`config.mk`:
```
export PLATFORM = sky130hd
export DESIGN_NAME = multi_cycle_ctrl_flat
export DESIGN_NICKNAME = d
export VERILOG_FILES = /design/src/rtl/multi_cycle_ctrl_pkg.sv /design/src/rtl/multi_cycle_ctrl_if.sv /design/src/rtl/multi_cycle_ctrl_instr_decode.sv /design/src/rtl/multi_cycle_ctrl.sv /design/src/flat_wrapper.sv
export SDC_FILE = /design/constraint.sdc
export NUM_CORES = 1
export LEC_CHECK = 0
export BUFFER_PORTS_ARGS = -buffer_cell sky130_fd_sc_hd__clkbuf_2
export CAP_MARGIN = 20
export CORE_MARGIN = 5
export CORE_UTILIZATION = 34
export DETAILED_ROUTE_END_ITERATION = 16
export PLACE_DENSITY = 0.71
export SLEW_MARGIN = 10
export SYNTH_ARGS = -nofsm -noshare
export SYNTH_HDL_FRONTEND = slang
export SYNTH_SLANG_ARGS = --single-unit
```
`constraint.sdc`:
```
create_clock -name CLK -period 3.11 [get_ports CLK]
set_clock_uncertainty 0.2 [all_clocks]
set_input_delay 0.311 -clock CLK [delete_from_list [all_inputs] [get_ports CLK]]
set_output_delay 0.311 -clock CLK [all_outputs]
set_load 0.02 [all_outputs]
```
`src/rtl/multi_cycle_ctrl_pkg.sv`:
```
// Shared encodings for the multi-cycle MIPS-subset controller and its datapath.
// Opcodes, funct codes, FSM states, mux-select encodings and the instruction class.
package multi_cycle_ctrl_pkg;

  typedef enum logic [2:0] {S_FETCH, S_DECODE, S_EXE, S_MEM, S_WB, S_HALT} state_e;

  localparam logic [5:0] OP_SPECIAL = 6'b000000, OP_REGIMM = 6'b000001,
                         OP_J       = 6'b000010, OP_JAL    = 6'b000011,
                         OP_BEQ     = 6'b000100, OP_ORI    = 6'b001101,
                         OP_LUI     = 6'b001111, OP_LB     = 6'b100000,
                         OP_LW      = 6'b100011, OP_SB     = 6'b101000,
                         OP_SW      = 6'b101011;
  localparam logic [5:0] FN_SLL = 6'b000000, FN_JR = 6'b001000,
                         FN_ADDU = 6'b100001, FN_SUBU = 6'b100011;
  localparam logic [4:0] RT_BGEZAL = 5'b10001;

  localparam logic [1:0] NPC_PC4 = 2'b00, NPC_BR = 2'b01, NPC_J = 2'b10, NPC_JR = 2'b11;
  localparam logic [1:0] RD_RT = 2'b00, RD_RD = 2'b01, RD_RA = 2'b10;
  localparam logic [1:0] MTR_ALU = 2'b00, MTR_DM = 2'b01, MTR_PC4 = 2'b10;
  localparam logic [1:0] EXT_ZERO = 2'b00, EXT_SIGN = 2'b01, EXT_LUI = 2'b10;
  localparam logic [2:0] ALU_ADDU = 3'b000, ALU_SUBU = 3'b001, ALU_OR = 3'b010,
                         ALU_SLL = 3'b011, ALU_BGEZ = 3'b100;

  // Exactly one field is set for any instruction word.
  typedef struct packed {
    logic addu, subu, sll, jr, ori, lui, lw, sw, lb, sb, beq, j, jal, bgezal, illegal;
  } icls_t;

endpackage

```
`src/rtl/multi_cycle_ctrl_if.sv`:
```
// Controller <-> datapath bundle: master is the controller, slave the datapath.
interface multi_cycle_ctrl_if;
  logic [31:0] Instr;
  logic        Zero, Bgezal_op;
  logic [1:0]  Regdst, Memtoreg, Extop, Npc_sel;
  logic        Alusrc, Memwrite, Regwrite;
  logic [2:0]  Aluop;
  logic        If_lb, If_sb, PC_en, IR_en, Halt;

  modport master (input Instr, Zero, Bgezal_op,
                  output Regdst, Alusrc, Memtoreg, Memwrite, Regwrite, Extop,
                         Npc_sel, Aluop, If_lb, If_sb, PC_en, IR_en, Halt);
  modport slave  (output Instr, Zero, Bgezal_op,
                  input  Regdst, Alusrc, Memtoreg, Memwrite, Regwrite, Extop,
                         Npc_sel, Aluop, If_lb, If_sb, PC_en, IR_en, Halt);
endinterface

```
`src/rtl/multi_cycle_ctrl_instr_decode.sv`:
```
// Combinational instruction classifier: instruction word in, one-hot class out.
module instr_decode
  import multi_cycle_ctrl_pkg::*;
(
  input  logic [31:0] instr,
  output icls_t       cls
);
  logic unused_fields;
  assign unused_fields = ^{instr[25:21], instr[15:6]};

  always_comb begin
    cls = '0;
    unique case (instr[31:26])
      OP_SPECIAL: begin
        case (instr[5:0])
          FN_ADDU: cls.addu    = 1'b1;
          FN_SUBU: cls.subu    = 1'b1;
          FN_SLL:  cls.sll     = 1'b1;
          FN_JR:   cls.jr      = 1'b1;
          default: cls.illegal = 1'b1;
        endcase
      end
      OP_REGIMM: begin
        if (instr[20:16] == RT_BGEZAL) cls.bgezal  = 1'b1;
        else                           cls.illegal = 1'b1;
      end
      OP_ORI:  cls.ori     = 1'b1;
      OP_LUI:  cls.lui     = 1'b1;
      OP_LW:   cls.lw      = 1'b1;
      OP_SW:   cls.sw      = 1'b1;
      OP_LB:   cls.lb      = 1'b1;
      OP_SB:   cls.sb      = 1'b1;
      OP_BEQ:  cls.beq     = 1'b1;
      OP_J:    cls.j       = 1'b1;
      OP_JAL:  cls.jal     = 1'b1;
      default: cls.illegal = 1'b1;
    endcase
  end
endmodule

```
`src/rtl/multi_cycle_ctrl.sv`:
```
// Multi-cycle controller FSM (FETCH/DECODE/EXE/MEM/WB/HALT) for a MIPS subset.
// Define CTRL_ILLEGAL_HALT_EN to halt on unsupported instructions instead of treating them as nop.
module multi_cycle_ctrl
  import multi_cycle_ctrl_pkg::*;
(
  input  logic               CLK,
  input  logic               RESET,
  multi_cycle_ctrl_if.master bus
);
  icls_t  cls;
  state_e state_q, state_d;
  logic   is_r, is_ld, is_st;

  instr_decode u_dec (.instr(bus.Instr), .cls(cls));

  assign is_r  = cls.addu | cls.subu | cls.sll;
  assign is_ld = cls.lw | cls.lb;
  assign is_st = cls.sw | cls.sb;

`ifdef CTRL_ILLEGAL_HALT_EN
  logic halt_q, halt_d;
  always_ff @(posedge CLK or negedge RESET) begin
    if (!RESET) halt_q <= 1'b0;
    else        halt_q <= halt_d;
  end
  assign bus.Halt = halt_q;
`else
  assign bus.Halt = 1'b0;
`endif

  always_ff @(posedge CLK or negedge RESET) begin
    if (!RESET) state_q <= S_FETCH;
    else        state_q <= state_d;
  end

  always_comb begin
    state_d      = state_q;
`ifdef CTRL_ILLEGAL_HALT_EN
    halt_d       = halt_q;
`endif
    bus.Regdst   = RD_RT;
    bus.Alusrc   = 1'b0;
    bus.Memtoreg = MTR_ALU;
    bus.Memwrite = 1'b0;
    bus.Regwrite = 1'b0;
    bus.Extop    = EXT_ZERO;
    bus.Npc_sel  = NPC_PC4;
    bus.Aluop    = ALU_ADDU;
    bus.If_lb    = 1'b0;
    bus.If_sb    = 1'b0;
    bus.PC_en    = 1'b0;
    bus.IR_en    = 1'b0;

    // ALU-side selects are held for the whole instruction once IR is loaded.
    if (state_q inside {S_DECODE, S_EXE, S_MEM, S_WB}) begin
      bus.Alusrc = cls.ori | cls.lui | is_ld | is_st;
      if (cls.lui)                                   bus.Extop = EXT_LUI;
      else if (is_ld | is_st | cls.beq | cls.bgezal) bus.Extop = EXT_SIGN;
      if (cls.subu | cls.beq)      bus.Aluop = ALU_SUBU;
      else if (cls.ori | cls.lui)  bus.Aluop = ALU_OR;
      else if (cls.sll)            bus.Aluop = ALU_SLL;
      else if (cls.bgezal)         bus.Aluop = ALU_BGEZ;
    end

    case (state_q)
      S_FETCH: begin
        bus.IR_en = 1'b1;
        state_d   = S_DECODE;
      end
      S_DECODE: begin
        if (cls.j | cls.jal | cls.jr) begin
          bus.PC_en   = 1'b1;
          bus.Npc_sel = cls.jr ? NPC_JR : NPC_J;
          if (cls.jal) begin
            bus.Regwrite = 1'b1;
            bus.Regdst   = RD_RA;
            bus.Memtoreg = MTR_PC4;
          end
          state_d = S_FETCH;
        end else if (cls.illegal) begin
`ifdef CTRL_ILLEGAL_HALT_EN
          halt_d    = 1'b1;
          state_d   = S_HALT;
`else
          bus.PC_en = 1'b1;
          state_d   = S_FETCH;
`endif
        end else begin
          state_d = S_EXE;
        end
      end
      S_EXE: begin
        if (cls.beq) begin
          bus.PC_en   = 1'b1;
          bus.Npc_sel = bus.Zero ? NPC_BR : NPC_PC4;
          state_d     = S_FETCH;
        end else if (cls.bgezal) begin
          bus.PC_en = 1'b1;
          if (bus.Bgezal_op) begin
            bus.Npc_sel  = NPC_BR;
            bus.Regwrite = 1'b1;
            bus.Regdst   = RD_RA;
            bus.Memtoreg = MTR_PC4;
          end
          state_d = S_FETCH;
        end else if (is_ld | is_st) begin
          state_d = S_MEM;
        end else begin
          state_d = S_WB;
        end
      end
      S_MEM: begin
        if (is_st) begin
          bus.Memwrite = 1'b1;
          bus.If_sb    = cls.sb;
          bus.PC_en    = 1'b1;
          state_d      = S_FETCH;
        end else begin
          state_d = S_WB;
        end
      end
      S_WB: begin
        bus.Regwrite = 1'b1;
        bus.PC_en    = 1'b1;
        bus.Regdst   = is_r ? RD_RD : RD_RT;
        bus.Memtoreg = is_ld ? MTR_DM : MTR_ALU;
        bus.If_lb    = cls.lb;
        state_d      = S_FETCH;
      end
      S_HALT:  state_d = S_HALT;
      default: state_d = S_FETCH;
    endcase

    // Reset kills strobes combinationally so no write slips out mid-instruction.
    if (!RESET) begin
      bus.PC_en    = 1'b0;
      bus.IR_en    = 1'b0;
      bus.Regwrite = 1'b0;
      bus.Memwrite = 1'b0;
    end
  end
endmodule

```
`src/flat_wrapper.sv`:
```
// flat-port wrapper written by rule: the top's interface ports become plain ports
module multi_cycle_ctrl_flat import multi_cycle_ctrl_pkg::*;
  (CLK, RESET, bus_Instr, bus_Zero, bus_Bgezal_op, bus_Regdst, bus_Alusrc, bus_Memtoreg, bus_Memwrite, bus_Regwrite, bus_Extop, bus_Npc_sel, bus_Aluop, bus_If_lb, bus_If_sb, bus_PC_en, bus_IR_en, bus_Halt);
  multi_cycle_ctrl_if bus_i ();
  input  logic CLK;
  input  logic RESET;
  input wire logic [$bits(bus_i.Instr)-1:0] bus_Instr;
  input wire logic [$bits(bus_i.Zero)-1:0] bus_Zero;
  input wire logic [$bits(bus_i.Bgezal_op)-1:0] bus_Bgezal_op;
  output wire logic [$bits(bus_i.Regdst)-1:0] bus_Regdst;
  output wire logic [$bits(bus_i.Alusrc)-1:0] bus_Alusrc;
  output wire logic [$bits(bus_i.Memtoreg)-1:0] bus_Memtoreg;
  output wire logic [$bits(bus_i.Memwrite)-1:0] bus_Memwrite;
  output wire logic [$bits(bus_i.Regwrite)-1:0] bus_Regwrite;
  output wire logic [$bits(bus_i.Extop)-1:0] bus_Extop;
  output wire logic [$bits(bus_i.Npc_sel)-1:0] bus_Npc_sel;
  output wire logic [$bits(bus_i.Aluop)-1:0] bus_Aluop;
  output wire logic [$bits(bus_i.If_lb)-1:0] bus_If_lb;
  output wire logic [$bits(bus_i.If_sb)-1:0] bus_If_sb;
  output wire logic [$bits(bus_i.PC_en)-1:0] bus_PC_en;
  output wire logic [$bits(bus_i.IR_en)-1:0] bus_IR_en;
  output wire logic [$bits(bus_i.Halt)-1:0] bus_Halt;
  assign bus_i.Instr = bus_Instr;
  assign bus_i.Zero = bus_Zero;
  assign bus_i.Bgezal_op = bus_Bgezal_op;
  assign bus_Regdst = bus_i.Regdst;
  assign bus_Alusrc = bus_i.Alusrc;
  assign bus_Memtoreg = bus_i.Memtoreg;
  assign bus_Memwrite = bus_i.Memwrite;
  assign bus_Regwrite = bus_i.Regwrite;
  assign bus_Extop = bus_i.Extop;
  assign bus_Npc_sel = bus_i.Npc_sel;
  assign bus_Aluop = bus_i.Aluop;
  assign bus_If_lb = bus_i.If_lb;
  assign bus_If_sb = bus_i.If_sb;
  assign bus_PC_en = bus_i.PC_en;
  assign bus_IR_en = bus_i.IR_en;
  assign bus_Halt = bus_i.Halt;
  multi_cycle_ctrl u_core (.CLK(CLK), .RESET(RESET), .bus(bus_i));
endmodule
```
==> out/metrics.yaml, run 1 <==
status: "completed"
critPathMaxFanout: 9
hold_ws_ns: 0.2407
cts_tree: "done"
numPortBuffers: 38
fin_util_pct: 49.15
synth_cells: 99
synth_edf_count: 0
nFillCells: 210
rsz0062_at_grt: "no"
period_share_pct: 78.26
cts_setup_buffers: 0
p_leak_nw: 0.4124
htreeDepth: 1
regMostFlops: "u_core.state_q"
setup_violations: 0
grt_pass1_wl_mm: 3.180
clock_latency_ns: 0.23
dr.first_iter.drc_count: 21
row_count: 15
cp-start-kind: "input port"
grt_max_degree: 15
coreArea_um2: 1764
synthFlopType: "dfrtp_1"
start_util_pct: 36.52
synth-seq-cells: 3
largest_register_ffs: 3
vias_per_cell: 5.416
ant_nets: 0
route.detailed.drc: 0
critPathCaptureType: "primary output"
slew_violations: 0
cp.arrival_ns: 1.92
placed_area_um2: 830.8
top_regs: "u_core.state_q: 3 flops"
async_reset_ff_share_pct: 100.0
setup_tns_ns: 0
clkSinkCount: 3
vdd_ir_drop_max_uv: 265.1
cts_max_path_buffers: 2
fmax_ghz: 0.4109
wl_per_cell_um: 11.91
powerDensity_nw_per_um2: 384.4
cts_root_buf: "clkbuf_4"
required_ns: 2.60
grt_use_total_pct: 14.08
area_growth_syn_to_layout_pct: 34.56
dieArea_um2: 2866
final_cells: 161
syn_area_per_cell_um2: 6.509
synthesis.area_um2: 644.4
seq_area_frac_synth_pct: 11.65
ctsResizeCount: 0
cts_buffers: 3
die_x_um: 53.54
crit_type: "in -> out"
drive_above_1_share_pct: 33.09
final_hold_viol_count: 0
syn-num-nets: 135
drt_first_pass_iters: 4
stdcell_area_um2: 867.1
dp_hpwl_mm: 1.590
grt_pass1_vias: 802
yosysWarningCount: 0
die_height_um: 53.54
numPlacedInstances: 156
path_clk_slew_ns: 0.04
antenna_found_initial: 0
grt_remaining_overflow: 0
fin_crit_ns: 2.434
finalNetCount: 173
gp_congestion: 0.8051
synth.distinct_cells: 39
totalWireLength_mm: 1.917
final_cell_mix: "38 x clkbuf_2, 16 x nor2_1, 7 x nand2_1, 7 x nor3_1, 7 x a21oi_1"
hp-class: "in -> async"
maxCapViolCount: 0
final_common_cell: "clkbuf_2"
antenna_cells: 0
dr_total_vias: 872
pin_count: 55
## final timing paths
path	from	end	slack, ns	depth (start not counted)
worst max-delay path	bus_Instr[29]	bus_Extop[0]	0.68	6
worst min-delay path	RESET	u_core.state_q[0]$_DFF_PN0_	0.24	2
worst max register to register	u_core.state_q[2]$_DFF_PN0_	u_core.state_q[1]$_DFF_PN0_	1.66	2
worst min register to register	u_core.state_q[0]$_DFF_PN0_	u_core.state_q[2]$_DFF_PN0_	0.49	2
max in group asynchronous	RESET	u_core.state_q[1]$_DFF_PN0_	2.33	2
min in group CLK	bus_Instr[29]	u_core.state_q[2]$_DFF_PN0_	0.35	4
## per-layer routing
metal	vias up	global-route usage, %	share of wire (%)
met4	0	1.277	0
li1	449	-	-
met2	20	25.71	49
met3	0	2.770	4.7
met5	-	0	0
met1	403	17.53	46
## power by group
group          switching [mW]  leakage (nW)  total (mW)  internal (mW)
Clock                  0.0203        0.0150      0.0684         0.0481
Combinational           0.110         0.358       0.187         0.0771
Sequential             0.0280        0.0392      0.0782         0.0502
Total                   0.158         0.412       0.333          0.175
## cells by family after synthesis
| kind of cell | share of synthesized area [%] |
|---|---|
| xor gates and xnor gates | 1.359 |
| AOI/OAI and AO/OA | 29.13 |
| other | 0.5820 |
| DFF | 11.65 |
| and+or+nand+nor | 48.93 |
| buffers and inverters | 8.348 |
## cell type report
class	instances	area [um^2]	share of cell area, %
Inverter	3	11.26	1.299
Sequential cell	3	75.07	8.658
Timing Repair Buffer	40	207.7	23.95
Clock buffer	4	26.28	3.030
Tap cell	25	31.28	3.608
Multi-Input combinational cell	86	515.5	59.45
## worst max-delay path, stage by stage
cell and delay (ns):
clkbuf_2 0.15, or4_4 0.57, nor2_1 0.21, a21oi_1 0.15, a221oi_1 0.31, clkbuf_2 0.22
## through the flow
step	setup slack [ns]	total power, mW
2_1_floorplan	0.7024	0.2132
4_1_cts	0.6653	0.3365
3_3_place_gp	0.6905	0.2601
3_5_place_dp	0.6667	0.2638
6_report	0.6761	0.3333
5_1_grt	0.5269	0.3667
## cells in the mapped netlist, types with 2 or more instances
cell type	count	area, um^2
and2_1	2	12.51
clkbuf_1	3	11.26
nor4_1	2	12.51
and3b_1	2	17.52
nor2b_1	2	12.51
a21oi_1	7	35.03
a221oi_1	2	17.52
dfrtp_1	3	75.07
nand4_1	2	12.51
o21ai_1	4	20.02
nand2_1	7	26.28
a32oi_1	2	17.52
inv_1	3	11.26
buf_4	2	15.01
nor3_1	7	35.03
nand2b_1	6	37.54
and3_1	2	12.51
nand3_1	4	20.02
nor2_1	16	60.06
a211o_1	2	17.52
## repair_timing
item                       in CTS  in global routing
hold buffers                    1                  0
setup endpoints to repair       0                  0
hold endpoints to repair        3                  0
Note: power is estimated with default switching activity, not from simulation.
==> run 2: changes to the inputs <==
--- a/config.mk
+++ b/config.mk
@@ -10,7 +10,7 @@
 export CORE_MARGIN = 5
 export CORE_UTILIZATION = 34
 export DETAILED_ROUTE_END_ITERATION = 16
-export PLACE_DENSITY = 0.71
+export PLACE_DENSITY = 0.74
 export SLEW_MARGIN = 10
 export SYNTH_ARGS = -nofsm -noshare
 export SYNTH_HDL_FRONTEND = slang
==> constraint.sdc (replaced) <==
create_clock -name CLK -period 2 [get_ports CLK]
set_clock_uncertainty 0.2 [all_clocks]
set_input_delay 0.2 -clock CLK [delete_from_list [all_inputs] [get_ports CLK]]
set_output_delay 0.2 -clock CLK [all_outputs]
set_load 0.02 [all_outputs]
==> run 2 against run 1 <==
Setup slack worse by 0.79 ns. Via count up 13%. The run now ends with negative setup slack left. Utilization grew 14 points. Non-clock buffer count increased by 19. Count of clock-buffer cells in the layout did not move. Register-to-register slack got worse by 1.1 ns. Design area grew 28%. Clock power grew 61%. Critical endpoint is now bus_Regwrite. Combinational power grew 130%. Sequential share of layout area down 1.9 points.
==> out/metrics.yaml, run 2 (synthesis results as in run 1) <==
grt_max_degree: 13  # was 15
drt_first_pass_iters: 4  # unchanged
setup_ws_ns: -0.1152  # was 0.6761 ns
largest_register_ffs: 3  # unchanged
period_share_pct: 105.8
final_hold_viol_count: 0  # unchanged
p_leak_nw: 0.5269  # was 0.4124 nW
final_cell_mix: "29 x clkbuf_2, 22 x buf_4, 11 x nor2_1, 7 x nand2_1, 7 x a21oi_1"  # was 38 x clkbuf_2, 16 x nor2_1, 7 x nand2_1, 7 x nor3_1, 7 x a21oi_1
wl_per_cell_um: 13.49  # was 11.91 um
p_sw_mw: 0.2910  # was 0.1579 mW
dp_hpwl_mm: 1.881  # was 1.590 mm
numPortBuffers: 38  # unchanged
route.detailed.drc: 0  # unchanged
hp-class: "in -> async"  # unchanged
dr.first_iter.drc_count: 29  # was 21
power_frac_clock_pct: 17.0  # was 20.5%
r2r_slack_ns: 0.56  # was 1.66 ns
slew_violations: 0  # unchanged
setup_tns_ns: -0.1433  # was 0 ns
grt_pass1_vias: 953  # was 802
grt_use_total_pct: 18.23  # was 14.08%
coreArea_um2: 1764  # unchanged
cts_buffers: 3  # unchanged
critPathMaxFanout: 4  # was 9
die_x_um: 53.54  # unchanged
drive_above_1_share_pct: 47.74  # was 33.09%
clock_latency_ns: 0.24  # was 0.23 ns
violations: "negative setup slack"
ant_nets: 0  # unchanged
top_regs: "u_core.state_q: 3 flops"  # unchanged
regMostFlops: "u_core.state_q"  # unchanged
fin_crit_ns: 2.115
path_clk_slew_ns: 0.04  # about the same
area_growth_syn_to_layout_pct: 72.23  # was 34.56%
antenna_cells: 0  # unchanged
cp.arrival_ns: 1.72  # was 1.92 ns
placed_area_um2: 962.2  # was 830.8 um^2
clkSinkCount: 3  # unchanged
dieArea_um2: 2866  # unchanged
status: "finished with violations"  # was completed
grt_remaining_overflow: 0  # unchanged
die_height_um: 53.54  # unchanged
row_count: 15  # unchanged
vias_per_cell: 5.472  # was 5.416
start_util_pct: 36.52  # unchanged
p_sw_share_pct: 45.28  # was 47.37%
antenna_found_initial: 0  # unchanged
place_ws_ns: -0.1013  # was 0.6667 ns
critPathCaptureType: "primary output"  # unchanged
grt_pass1_wl_mm: 3.988  # was 3.180 mm
stdcell_area_um2: 1110  # was 867.1 um^2
cts_root_buf: "clkbuf_4"  # unchanged
nFillCells: 158  # was 210
pin_count: 55  # unchanged
powerDensity_nw_per_um2: 579.0  # was 384.4 nW/um^2
vdd_ir_drop_max_uv: 441.2  # was 265.1 uV
cts_max_path_buffers: 2  # unchanged
required_ns: 1.60  # was 2.60 ns
power.internal_mw: 0.3516  # was 0.1754 mW
fmax_ghz: 0.4728
cts_tree: "done"  # unchanged
totalWireLength_mm: 2.428  # was 1.917 mm
final_common_cell: "clkbuf_2"  # unchanged
crit_type: "reg -> out"  # was in -> out
dr_total_vias: 985  # was 872
htreeDepth: 1  # unchanged
gp_congestion: 0.8392  # was 0.8051
comb_power_share_pct: 67.6  # was 56.0%
setup_violations: 4  # was 0
finalNetCount: 192  # was 173
power_frac_seq_pct: 15.3  # was 23.5%
rsz0062_at_grt: "yes"  # was no
hold_ws_ns: 0.1264  # was 0.2407 ns
maxCapViolCount: 0  # unchanged
cp-start-kind: "flip-flop"  # was input port
[run 2: power by group through the flow]
stage / sequential [mW] / clock [mW] / combinational (mW)
floorplan: 0.0876 / 0 / 0.250
CTS: 0.0935 / 0.109 / 0.422
global placement: 0.0934 / 0 / 0.377
finish: 0.0984 / 0.110 / 0.435
global route: 0.103 / 0.112 / 0.467
detailed placement: 0.0935 / 0 / 0.387
[run 2: worst paths after layout]
path | startpoint | endpoint | cells past startpoint
setup / recovery | u_core.state_q[0]$_DFF_PN0_ | bus_Regwrite | 6
hold / removal | RESET | u_core.state_q[2]$_DFF_PN0_ | 2
setup reg to reg | u_core.state_q[0]$_DFF_PN0_ | u_core.state_q[1]$_DFF_PN0_ | 3
hold reg to reg | u_core.state_q[1]$_DFF_PN0_ | u_core.state_q[0]$_DFF_PN0_ | 3
max in group asynchronous | RESET | u_core.state_q[1]$_DFF_PN0_ | 2
min in group CLK | bus_Instr[29] | u_core.state_q[2]$_DFF_PN0_ | 5
[run 2: metal layers]
| metal | part of all wire (%) | GRT usage, % | wire length (um) | vias up |
|---|---|---|---|---|
| met4 | 0.58 | 4.681 | 14 | 0 |
| met2 | 51 | 33.27 | 1248 | 44 |
| met1 | 41 | 21.54 | 993 | 458 |
| met3 | 7.0 | 3.601 | 171 | 2 |
| li1 | - | - | - | 481 |
| met5 | 0 | 0 | 0 | - |
[run 2: critical path, cell delays in order (launching register included)]
cell and delay (ns):
dfrtp_1 0.41, or3b_4 0.42, nor2_4 0.11, a32oi_2 0.14
o21ai_1 0.13, and2_1 0.14, clkbuf_8 0.14
[run 2: repair_timing]
item	4_1_cts	5_1_grt
endpoints found under the setup margin	8	8
buffers inserted	3	0
pin swaps	7	3
endpoints found under the hold margin	3	0
hold buffers	1	0
gates resized for setup	14	13
[run 2: through the flow]
step	instances	util, %	total power [mW]
finish	180	62.91	0.6426
global route	180	62.91	0.6825
CTS	180	61.28	0.6251
detailed placement	172	54.54	0.4802
global placement	172	54.54	0.4706
floorplan	99	-	0.3377
[run 2: final cells by class]
| class | count | area (um^2) | area share [%] |
|---|---|---|---|
| multi-input cells | 86 | 565.5 | 50.96 |
| repair buffers | 59 | 400.4 | 36.08 |
| flip-flops and latches | 3 | 75.07 | 6.764 |
| well taps | 25 | 31.28 | 2.819 |
| clock buffers | 4 | 26.28 | 2.368 |
| inverters | 3 | 11.26 | 1.015 |
==> run 3: changes to the inputs <==
==> constraint.sdc (replaced) <==
create_clock -name CLK -period 2 [get_ports CLK]
set_clock_uncertainty 0.2 [all_clocks]
set_input_delay 0.6 -clock CLK [delete_from_list [all_inputs] [get_ports CLK]]
set_output_delay 0.6 -clock CLK [all_outputs]
set_load 0.02 [all_outputs]
==> run 3 against run 2 <==
The flow still finishes with violations (negative setup slack). Fmax decreased by 27%. Combinational power increased by 53%. Die area unchanged. First-iteration DRC count increased by 45%. Cell count increased by 12%. Critical path type is now in -> out. Critical endpoint is now bus_PC_en.
==> out/metrics.yaml, run 3 (synthesis results as in run 1) <==
nFillCells: 90  # was 158
power.internal_mw: 0.4598  # was 0.3516 mW
p_sw_mw: 0.4378  # was 0.2910 mW
pin_count: 55  # unchanged
ff_latch_area_um2: 76.32  # was 75.07 um^2
place_ws_ns: -0.8541  # was -0.1013 ns
setup.worst_path.start: "bus_Instr[29]"  # was u_core.state_q[0]$_DFF_PN0_
dr.first_iter.drc_count: 42  # was 29
start_util_pct: 36.52  # unchanged
final_common_cell: "buf_4"  # was clkbuf_2
crit_type: "in -> out"  # was reg -> out
critPathMaxFanout: 4  # unchanged
violations: "negative setup slack"  # unchanged
critPathCaptureType: "primary output"  # unchanged
cts_root_buf: "clkbuf_4"  # unchanged
antenna_cells: 0  # unchanged
top_regs: "u_core.state_q: 3 flops"  # unchanged
fin_util_pct: 89.93  # was 62.91%
p_leak_nw: 0.7175  # was 0.5269 nW
power_frac_seq_pct: 12.0  # was 15.3%
fin_crit_ns: 2.898  # was 2.115 ns
grt_pass1_vias: 1108  # was 953
rsz0062_at_grt: "yes"  # unchanged
r2r_slack_ns: 0.52  # was 0.56 ns
dp_hpwl_mm: 2.154  # was 1.881 mm
clock_latency_ns: 0.25  # was 0.24 ns
die_x_um: 53.54  # unchanged
maxCapViolCount: 0  # unchanged
largest_register_ffs: 3  # unchanged
gp_congestion: 0.7989  # was 0.8392
status: "finished with violations"  # unchanged
powerDensity_nw_per_um2: 565.8  # was 579.0 nW/um^2
final_cell_mix: "33 x buf_4, 19 x buf_6, 16 x clkbuf_2, 8 x clkbuf_8"  # was 29 x clkbuf_2, 22 x buf_4, 11 x nor2_1, 7 x nand2_1, 7 x a21oi_1
clkSinkCount: 3  # unchanged
vdd_ir_drop_max_uv: 576.7  # was 441.2 uV
drt_first_pass_iters: 5  # was 4
regMostFlops: "u_core.state_q"  # unchanged
slew_violations: 0  # unchanged
path_clk_slew_ns: 0.05  # was 0.04 ns
cts_buffers: 3  # unchanged
htreeDepth: 1  # unchanged
setup_violations: 17  # was 4
stdcell_area_um2: 1587  # was 1110 um^2
finalNetCount: 214  # was 192
multi_input_area_um2: 726.9  # was 565.5 um^2
grt_pass1_wl_mm: 4.926  # was 3.988 mm
ant_nets: 0  # unchanged
row_count: 15  # unchanged
cts_tree: "done"  # unchanged
antenna_found_initial: 0  # unchanged
hp-class: "in -> async"  # unchanged
reg2reg_from: "u_core.state_q[1]$_DFF_PN0_"  # was u_core.state_q[0]$_DFF_PN0_
coreArea_um2: 1764  # unchanged
grt_max_degree: 11  # was 13
cp-start-kind: "input port"  # was flip-flop
hold_ws_ns: 0.1142  # was 0.1264 ns
route.detailed.drc: 0  # unchanged
required_ns: 1.20  # was 1.60 ns
reg2reg_to: "u_core.state_q[1]$_DFF_PN0_"  # unchanged
drive_above_1_share_pct: 66.67  # was 47.74%
p_sw_share_pct: 48.78  # was 45.28%
wl_per_cell_um: 19.80  # was 13.49 um
cts_max_path_buffers: 2  # unchanged
totalWireLength_mm: 4.000  # was 2.428 mm
power.total_mw: 0.8976  # was 0.6426 mW
numPortBuffers: 38  # unchanged
die_height_um: 53.54  # unchanged
period_share_pct: 144.9  # was 105.8%
placed_area_um2: 1185  # was 962.2 um^2
comb_power_share_pct: 74.4  # was 67.6%
dieArea_um2: 2866  # unchanged
fmax_ghz: 0.3451  # was 0.4728 GHz
final_hold_viol_count: 0  # unchanged
area_growth_syn_to_layout_pct: 146.2  # was 72.23%
vias_per_cell: 5.985  # was 5.472
cp.arrival_ns: 2.10  # was 1.72 ns
grt_use_total_pct: 23.33  # was 18.23%
r2r_cells: 3  # unchanged
power_frac_clock_pct: 13.6  # was 17.0%
grt_remaining_overflow: 0  # unchanged
dr_total_vias: 1209  # was 985
setup_ws_ns: -0.8978  # was -0.1152 ns
[run 3: final cells by class]
type / count / share of cell area (%)
sequential: 3 / 4.811
multi-input combinational: 86 / 45.82
clock buffer: 4 / 1.656
tap: 25 / 1.972
timing repair buffer: 81 / 44.87
inverter: 3 / 0.8675
[run 3: worst max-delay path by stage]
stage	slack (ns)	to
global route	-0.96	bus_Npc_sel[0]
CTS	-0.85	bus_Aluop[2]
detailed placement	-0.85	bus_Npc_sel[0]
floorplan	-0.76	bus_Extop[0]
finish	-0.90	bus_PC_en
global placement	-0.82	bus_Npc_sel[0]
[run 3: critical path: stages]
cell and delay (ns):
buf_8 0.10, buf_4 0.14, and3b_1 0.19, a31o_1 0.19, a221oi_1 0.35, a211o_1 0.19
a22o_1 0.18, clkbuf_8 0.15
[run 3: timing repair]
item,CTS,global route
setup endpoints to repair,18,18
buffers inserted,6,2
pin swaps,5,4
hold buffers,0,0
resized for setup,46,41
[run 3: through the flow]
stage	std cells	setup TNS, ns
CTS	200	-10.10
finish	202	-10.66
global placement	190	-10.35
detailed placement	190	-11.05
floorplan	99	-7.540
global route	202	-11.55
[run 3: power groups by stage]
stage / Sequential (mW) / Clock [mW] / Combinational (mW)
floorplan: 0.0875 / 0 / 0.302
global placement: 0.0932 / 0 / 0.510
detailed placement: 0.0949 / 0 / 0.525
CTS: 0.0961 / 0.118 / 0.584
global route: 0.107 / 0.124 / 0.695
finish: 0.108 / 0.123 / 0.667
[run 3: metal layers]
| metal | GRT usage, % | wire length [um] |
|---|---|---|
| met3 | 3.601 | 425 |
| met5 | 0 | 0 |
| met4 | 9.787 | 195 |
| met1 | 25.92 | 1433 |
| met2 | 43.47 | 1944 |
